File: config.mk
export PLATFORM = sky130hd
export DESIGN_NAME = pc_gen
export DESIGN_NICKNAME = d
export VERILOG_FILES = /design/src/rtl/pc_gen_pkg.sv /design/src/rtl/pc_ras.sv /design/src/rtl/pc_gen.sv
export SDC_FILE = /design/constraint.sdc
export NUM_CORES = 1
export LEC_CHECK = 0
export ABC_AREA = 1
export BUFFER_PORTS_ARGS = -buffer_cell sky130_fd_sc_hd__buf_2
export CAP_MARGIN = 20
export CORE_AREA = 2 2 85 87
export CTS_BUF_LIST = sky130_fd_sc_hd__clkbuf_16
export CTS_CLUSTER_SIZE = 40
export DETAILED_ROUTE_END_ITERATION = 6
export DIE_AREA = 0 0 87 89
export MAX_ROUTING_LAYER = met4
export PLACE_DENSITY = 0.67
export SLEW_MARGIN = 20
export SYNTH_ARGS = -nofsm -noshare
export SYNTH_HDL_FRONTEND = slang
export SYNTH_SLANG_ARGS = --single-unit
File: constraint.sdc
create_clock -name clk -period 2.4 [get_ports clk]
set_input_delay 0.48 -clock clk [delete_from_list [all_inputs] [get_ports clk]]
set_output_delay 0.48 -clock clk [all_outputs]
set_load 0.03 [all_outputs]
File: src/rtl/pc_gen_pkg.sv
// Shared definitions for the fetch-stage program-counter generator.
// Latency: n/a (types and constants only).
// Backpressure: n/a.
// Contents: FSM state encoding, default reset address, default increment.
package pc_gen_pkg;

    typedef enum logic [1:0] {
        ST_BOOT = 2'd0,
        ST_RUN  = 2'd1,
        ST_HALT = 2'd2
    } pc_state_t;

    localparam logic [31:0] PC_RST_ADDR_DEF   = 32'h0000_0000;
    localparam int unsigned PC_INST_BYTES_DEF = 4;

endpackage

File: src/rtl/pc_ras.sv
// Circular return-address stack: push, pop, replace-top and clear.
// Latency: top-of-stack is combinational from registered state; updates land next cycle.
// Backpressure: none; a push when full silently overwrites the oldest entry.
// Ports:
//   clk, rst                 clock, synchronous active-high reset
//   i_clr                    drop all entries (wins over push/pop)
//   i_push, i_pop            push and pop together replace the top entry
//   i_push_dat               address pushed / written over the top
//   o_top, o_empty, o_full   current top entry and occupancy flags
module pc_ras #(
    parameter int unsigned ADDR_W = 32,
    parameter int unsigned DEPTH  = 4
) (
    input  logic              clk,
    input  logic              rst,
    input  logic              i_clr,
    input  logic              i_push,
    input  logic              i_pop,
    input  logic [ADDR_W-1:0] i_push_dat,
    output logic [ADDR_W-1:0] o_top,
    output logic              o_empty,
    output logic              o_full
);

    localparam int unsigned      PTR_W    = $clog2(DEPTH);
    localparam int unsigned      CNT_W    = $clog2(DEPTH + 1);
    localparam logic [PTR_W-1:0] PTR_LAST = PTR_W'(DEPTH - 1);
    localparam logic [CNT_W-1:0] CNT_FULL = CNT_W'(DEPTH);

    logic [ADDR_W-1:0] r_mem [DEPTH];
    logic [PTR_W-1:0]  r_ptr;        // index of the current top entry
    logic [CNT_W-1:0]  r_cnt;
    logic [PTR_W-1:0]  w_ptr_inc;
    logic [PTR_W-1:0]  w_ptr_dec;
    logic [PTR_W-1:0]  w_wr_ptr;
    logic              w_replace;
    logic              w_pop_only;
    logic              w_push_only;

    // Explicit wrap so DEPTH need not be a power of two.
    assign w_ptr_inc = (r_ptr == PTR_LAST) ? '0 : r_ptr + PTR_W'(1);
    assign w_ptr_dec = (r_ptr == '0) ? PTR_LAST : r_ptr - PTR_W'(1);

    assign o_top   = r_mem[r_ptr];
    assign o_empty = (r_cnt == '0);
    assign o_full  = (r_cnt == CNT_FULL);

    // Pop on an empty stack is meaningless; a push+pop there degrades to a push.
    assign w_replace   = i_push && i_pop && !o_empty;
    assign w_push_only = i_push && !w_replace;
    assign w_pop_only  = i_pop && !i_push && !o_empty;
    assign w_wr_ptr    = w_replace ? r_ptr : w_ptr_inc;

    always_ff @(posedge clk) begin
        if (rst) begin
            r_ptr <= '0;
            r_cnt <= '0;
        end else if (i_clr) begin
            r_cnt <= '0;
        end else if (w_push_only) begin
            // When full, the slot after the top is the oldest entry, so
            // advancing the pointer overwrites it and the count saturates.
            r_ptr <= w_ptr_inc;
            if (!o_full) begin
                r_cnt <= r_cnt + CNT_W'(1);
            end
        end else if (w_pop_only) begin
            r_ptr <= w_ptr_dec;
            r_cnt <= r_cnt - CNT_W'(1);
        end
    end

    // Storage needs no reset: entries are only read while the count covers them.
    always_ff @(posedge clk) begin
        if (!rst && !i_clr && i_push) begin
            r_mem[w_wr_ptr] <= i_push_dat;
        end
    end

endmodule

File: src/rtl/pc_gen.sv
// Fetch program-counter generator: trap > jump > return prediction > hold > increment.
// Latency: one cycle from redirect/accept to the new pc_o; flush_o pulses the cycle after a redirect.
// Backpressure: pc_o holds while pc_ready_i is low or hold_i is high; redirects ignore both.
// Ports:
//   clk, rst                           clock, synchronous active-high reset
//   trap_en_i/trap_addr_i              trap redirect (clears the return stack)
//   jmp_en_i/jmp_addr_i                resolved jump redirect
//   hold_i, halt_i                     stall, request to enter HALT
//   call_i, ret_i                      predecode of the instruction at pc_o
//   pc_o, pc_valid_o, pc_ready_i       fetch address handshake
//   flush_o, halted_o                  redirect pulse, HALT indicator
// Optional feature: define PC_RAS_EN to build the return-address stack.
module pc_gen
    import pc_gen_pkg::*;
#(
    parameter int unsigned ADDR_W     = 32,
    parameter logic [31:0] RST_ADDR   = PC_RST_ADDR_DEF,
    parameter int unsigned INST_BYTES = PC_INST_BYTES_DEF,
    parameter int unsigned RAS_DEPTH  = 4
) (
    input  logic              clk,
    input  logic              rst,
    input  logic              trap_en_i,
    input  logic [ADDR_W-1:0] trap_addr_i,
    input  logic              jmp_en_i,
    input  logic [ADDR_W-1:0] jmp_addr_i,
    input  logic              hold_i,
    input  logic              halt_i,
    input  logic              call_i,
    input  logic              ret_i,
    input  logic              pc_ready_i,
    output logic [ADDR_W-1:0] pc_o,
    output logic              pc_valid_o,
    output logic              flush_o,
    output logic              halted_o
);

    localparam logic [ADDR_W-1:0] ALIGN_MASK = ADDR_W'(INST_BYTES - 1);
    localparam logic [ADDR_W-1:0] PC_STEP    = ADDR_W'(INST_BYTES);

    pc_state_t         r_state;
    pc_state_t         w_state_nxt;
    logic [ADDR_W-1:0] r_pc;
    logic [ADDR_W-1:0] w_pc_nxt;
    logic [ADDR_W-1:0] w_pc_seq;
    logic [ADDR_W-1:0] w_redir_tgt;
    logic [ADDR_W-1:0] w_ras_top;
    logic              r_flush;
    logic              w_valid;
    logic              w_accept;
    logic              w_redirect;
    logic              w_ras_empty;
    logic              w_ras_pop;

    assign w_valid    = (r_state == ST_RUN);
    assign w_accept   = w_valid && pc_ready_i && !hold_i;
    assign w_redirect = trap_en_i || jmp_en_i;
    assign w_pc_seq   = r_pc + PC_STEP;   // wraps modulo 2^ADDR_W
    assign w_redir_tgt = (trap_en_i ? trap_addr_i : jmp_addr_i) & ~ALIGN_MASK;

    // A return only predicts when there is something to pop; otherwise it
    // falls through to the sequential address.
    assign w_ras_pop = w_accept && ret_i && !w_redirect && !w_ras_empty;

`ifdef PC_RAS_EN
    logic w_ras_push;
    logic w_ras_full;

    assign w_ras_push = w_accept && call_i && !w_redirect;

    pc_ras #(
        .ADDR_W (ADDR_W),
        .DEPTH  (RAS_DEPTH)
    ) u_ras (
        .clk        (clk),
        .rst        (rst),
        .i_clr      (trap_en_i),
        .i_push     (w_ras_push),
        .i_pop      (w_ras_pop),
        .i_push_dat (w_pc_seq),
        .o_top      (w_ras_top),
        .o_empty    (w_ras_empty),
        .o_full     (w_ras_full)
    );

    logic w_unused_full;
    assign w_unused_full = w_ras_full;
`else
    // Without the stack a return never predicts and calls have no consumer.
    localparam int unsigned UNUSED_RAS_DEPTH = RAS_DEPTH;
    logic w_unused_call;
    assign w_unused_call = call_i;
    assign w_ras_empty   = 1'b1;
    assign w_ras_top     = '0;
`endif

    always_comb begin
        w_state_nxt = r_state;
        w_pc_nxt    = r_pc;

        unique case (r_state)
            ST_BOOT: w_state_nxt = ST_RUN;
            ST_RUN:  if (halt_i && !w_redirect) w_state_nxt = ST_HALT;
            ST_HALT: if (w_redirect) w_state_nxt = ST_RUN;
            default: w_state_nxt = ST_BOOT;
        endcase

        if (w_redirect) begin
            w_pc_nxt = w_redir_tgt;
        end else if (w_ras_pop) begin
            w_pc_nxt = w_ras_top;
        end else if (w_accept) begin
            w_pc_nxt = w_pc_seq;
        end
    end

    always_ff @(posedge clk) begin
        if (rst) begin
            r_state <= ST_BOOT;
            r_pc    <= ADDR_W'(RST_ADDR);
            r_flush <= 1'b0;
        end else begin
            r_state <= w_state_nxt;
            r_pc    <= w_pc_nxt;
            r_flush <= w_redirect;
        end
    end

    assign pc_o       = r_pc;
    assign pc_valid_o = w_valid;
    assign flush_o    = r_flush;
    assign halted_o   = (r_state == ST_HALT);

endmodule

==> run_results.csv <==
group,metric,value,unit
routing,wl_per_cell,12.4,um
power,leakage,1.57,nW
clocking,cts-resized-gates,0,
clocking,clock_sinks,33,
worst_setup_path,path_class,"input port to flop",
sta,hold_slack,0.431,ns
yosys,synth_top_flop_cell,"dfxtp_1",
placed_design,dp_hpwl,5710,um
clocking,cts_buffers,5,
sta,maxSlewViolCount,0,
placed_design,dp.cells,613,
placed_design,gp_congestion,0.901,
yosys,yosysSeqAreaShare,24.9,%
outcome,status,"finished, final reports clean",
floorplan,die_area,7740,um^2
yosys,synth.avg_cell_area,5.90,um^2
yosys,yosys_warnings,0,
yosys,synth_async_sr_flop_share,0,%
clocking,insertion_delay,0.28,ns
yosys,synthDistinctLibCells,35,
routing,antenna_left,0,
clocking,cts_tree,"done",
min_path,hp-class,"input port to flop",
routing,viasPerCell,4.93,
floorplan,fp.dieH,89,um
finish,num-nets-final,614,
routing,dr.pass1.iters,4,
yosys,ys_ff_latch,33,
sta,hold_viol,0,
grt,grt_pass1_wl,13000,um
clocking,clockBufferDepth,2,
routing,drcViolationCount,0,
finish,syn_to_final_growth,25.0,%
sta,finalSetupViolCount,0,
placed_design,portBuffers,99,
yosys,synth.top_cell.area_share,24.9,%
sta,max_freq,619,MHz
clocking,cts_hold_buffers,0,
sta,skew,0.00420,ns
finish,drive_gt1_share,27.2,%
floorplan,num_rows,30,
yosys,ys_top_cells_by_area,"dfxtp_1, nand2_1, nor2_1",
grt,grt_max_degree,34,
floorplan,core_area,6720,um^2
yosys,netlist_area,2650,um^2
grt,overflow,0,
power,pwr_density_cell,521,nW/um^2
worst_setup_path,critPathLaunchType,"input port",
clocking,post-cts-setup-buffers,0,
clocking,clk_pin_slew_worst_paths,0.05,ns
yosys,synth.most_common_cell,"nand2_1",
clocking,htreeDepth,2,
floorplan,io_pins,108,
sta,rsz0062_at_grt,"no",
grt,grt_pass1_vias,2829,
clocking,root_buffer,"clkbuf_16",
grt,antenna_found_initial,0,
finish,fillers,698,
yosys,yosysTopAreaCell,"dfxtp_1",
power,ir_drop,0.224,mV
finish,num_antenna_cells,0,
flow_run,drv_cap,0,
yosys,ys_top_cells_by_count,"nand2_1, nor2_1, a21oi_1, o21ai_0, inv_1",
floorplan,start_util,39.5,%
routing,first_iter_violations,149,
worst_setup_path,path_max_fanout,25,
routing,vias,3062,
sta,fin_tns_setup,0,ns
finish,final-instance-count-excl-fill,621,
floorplan,die_width,87,um
sta,period_needed,1.62,ns
grt,grt.total_usage,21.5,%
worst_setup_path,cp-end-kind,"flop",
routing,finalWirelength,7680,um
sta,fin_crit_sh,67.3,%
worst_setup_path,cp_data_arrival_time,1.83,ns
yosys,synth_edf_count,0,
worst_setup_path,crit_required,2.62,ns
yosys,netlist_instances,449,
[layout make-up]
cell class	count	area (um^2)	share of cell area [%]
repair buffers	106	548	16.5
flip-flops and latches	33	661	19.9
multi-input cells	345	1680	50.8
inverters	49	184	5.55
clock buffers	5	125	3.78
clock inverters	3	12.5	0.378
well taps	80	100	3.02
[logic make-up (layout without fill, tap and decap cells)]
logic type / count (synthesis) / after routing / synth area share (%)
and+or+nand+nor: 209 / 209 / 35.9
AOI/OAI and AO/OA: 127 / 127 / 24.8
other: 1 / 2 / 0.141
DFF: 33 / 33 / 24.9
buffers and inverters: 72 / 163 / 11.8
xor gates and xnor gates: 6 / 6 / 1.98
adders and majority gates: 1 / 1 / 0.472
[state kept, by name, summed over array words and instances (netlist names)]
register,flops
pc_o,30
r_state,2
flush_o,1
[placed cells by master (no fill, tap or decap), types with 2 or more instances in the layout]
cell       instances
nor2_1            67
dfxtp_1           33
a21oi_1           50
o21ai_0           50
nand3b_1           3
xor2_1             4
nand3_1           21
xnor2_1            2
nor2_2             9
inv_1             43
conb_1             2
nand2_2           11
clkbuf_16          5
buf_2             99
clkinv_1           2
nor2_4             6
buf_4              7
o31ai_1            2
a31oi_1            7
inv_2              6
nand2_1           85
o21ai_1           14
[metal layers]
metal	global-route usage [%]	up-vias	share of wire, %
met3	3.32	8	4.6
met2	35.6	79	47
met1	27.4	1337	47
met5	-	-	0
li1	-	1638	-
met4	5.40	0	0.99
[worst paths after layout]
path	slack (ns)	startpoint	end	cells after the start
min reg2reg	0.54	r_state[0]	r_state[0]	3
min	0.43	rst	r_state[0]	2
max reg2reg	0.81	pc_o[2]	pc_o[24]	9
max	0.78	trap_en_i	pc_o[11]	8
[power by group]
group	internal [mW]	total (mW)	switching [mW]
registers	0.598	0.666	0.0683
logic	0.160	0.451	0.291
clock network	0.375	0.611	0.236
[stage by stage]
stage          utilization (%)  area [um^2]  total power [mW]  setup WS [ns]
3_5_place_dp              47.3         3180              1.13          0.492
2_1_floorplan                -         2660             0.975          0.760
5_1_grt                   49.3         3310              1.82          0.559
6_report                  49.3         3310              1.73          0.784
4_1_cts                   49.3         3310              1.74          0.766
3_3_place_gp              47.3         3180              1.12          0.535
[critical path: stages]
cell     delay, ns
buf_2         0.21
or2_1         0.28
inv_2         0.19
nand2_2       0.08
buf_4         0.21
o31ai_1       0.13
inv_1         0.10
a21oi_1       0.14
(Power assumes the default switching activity.)
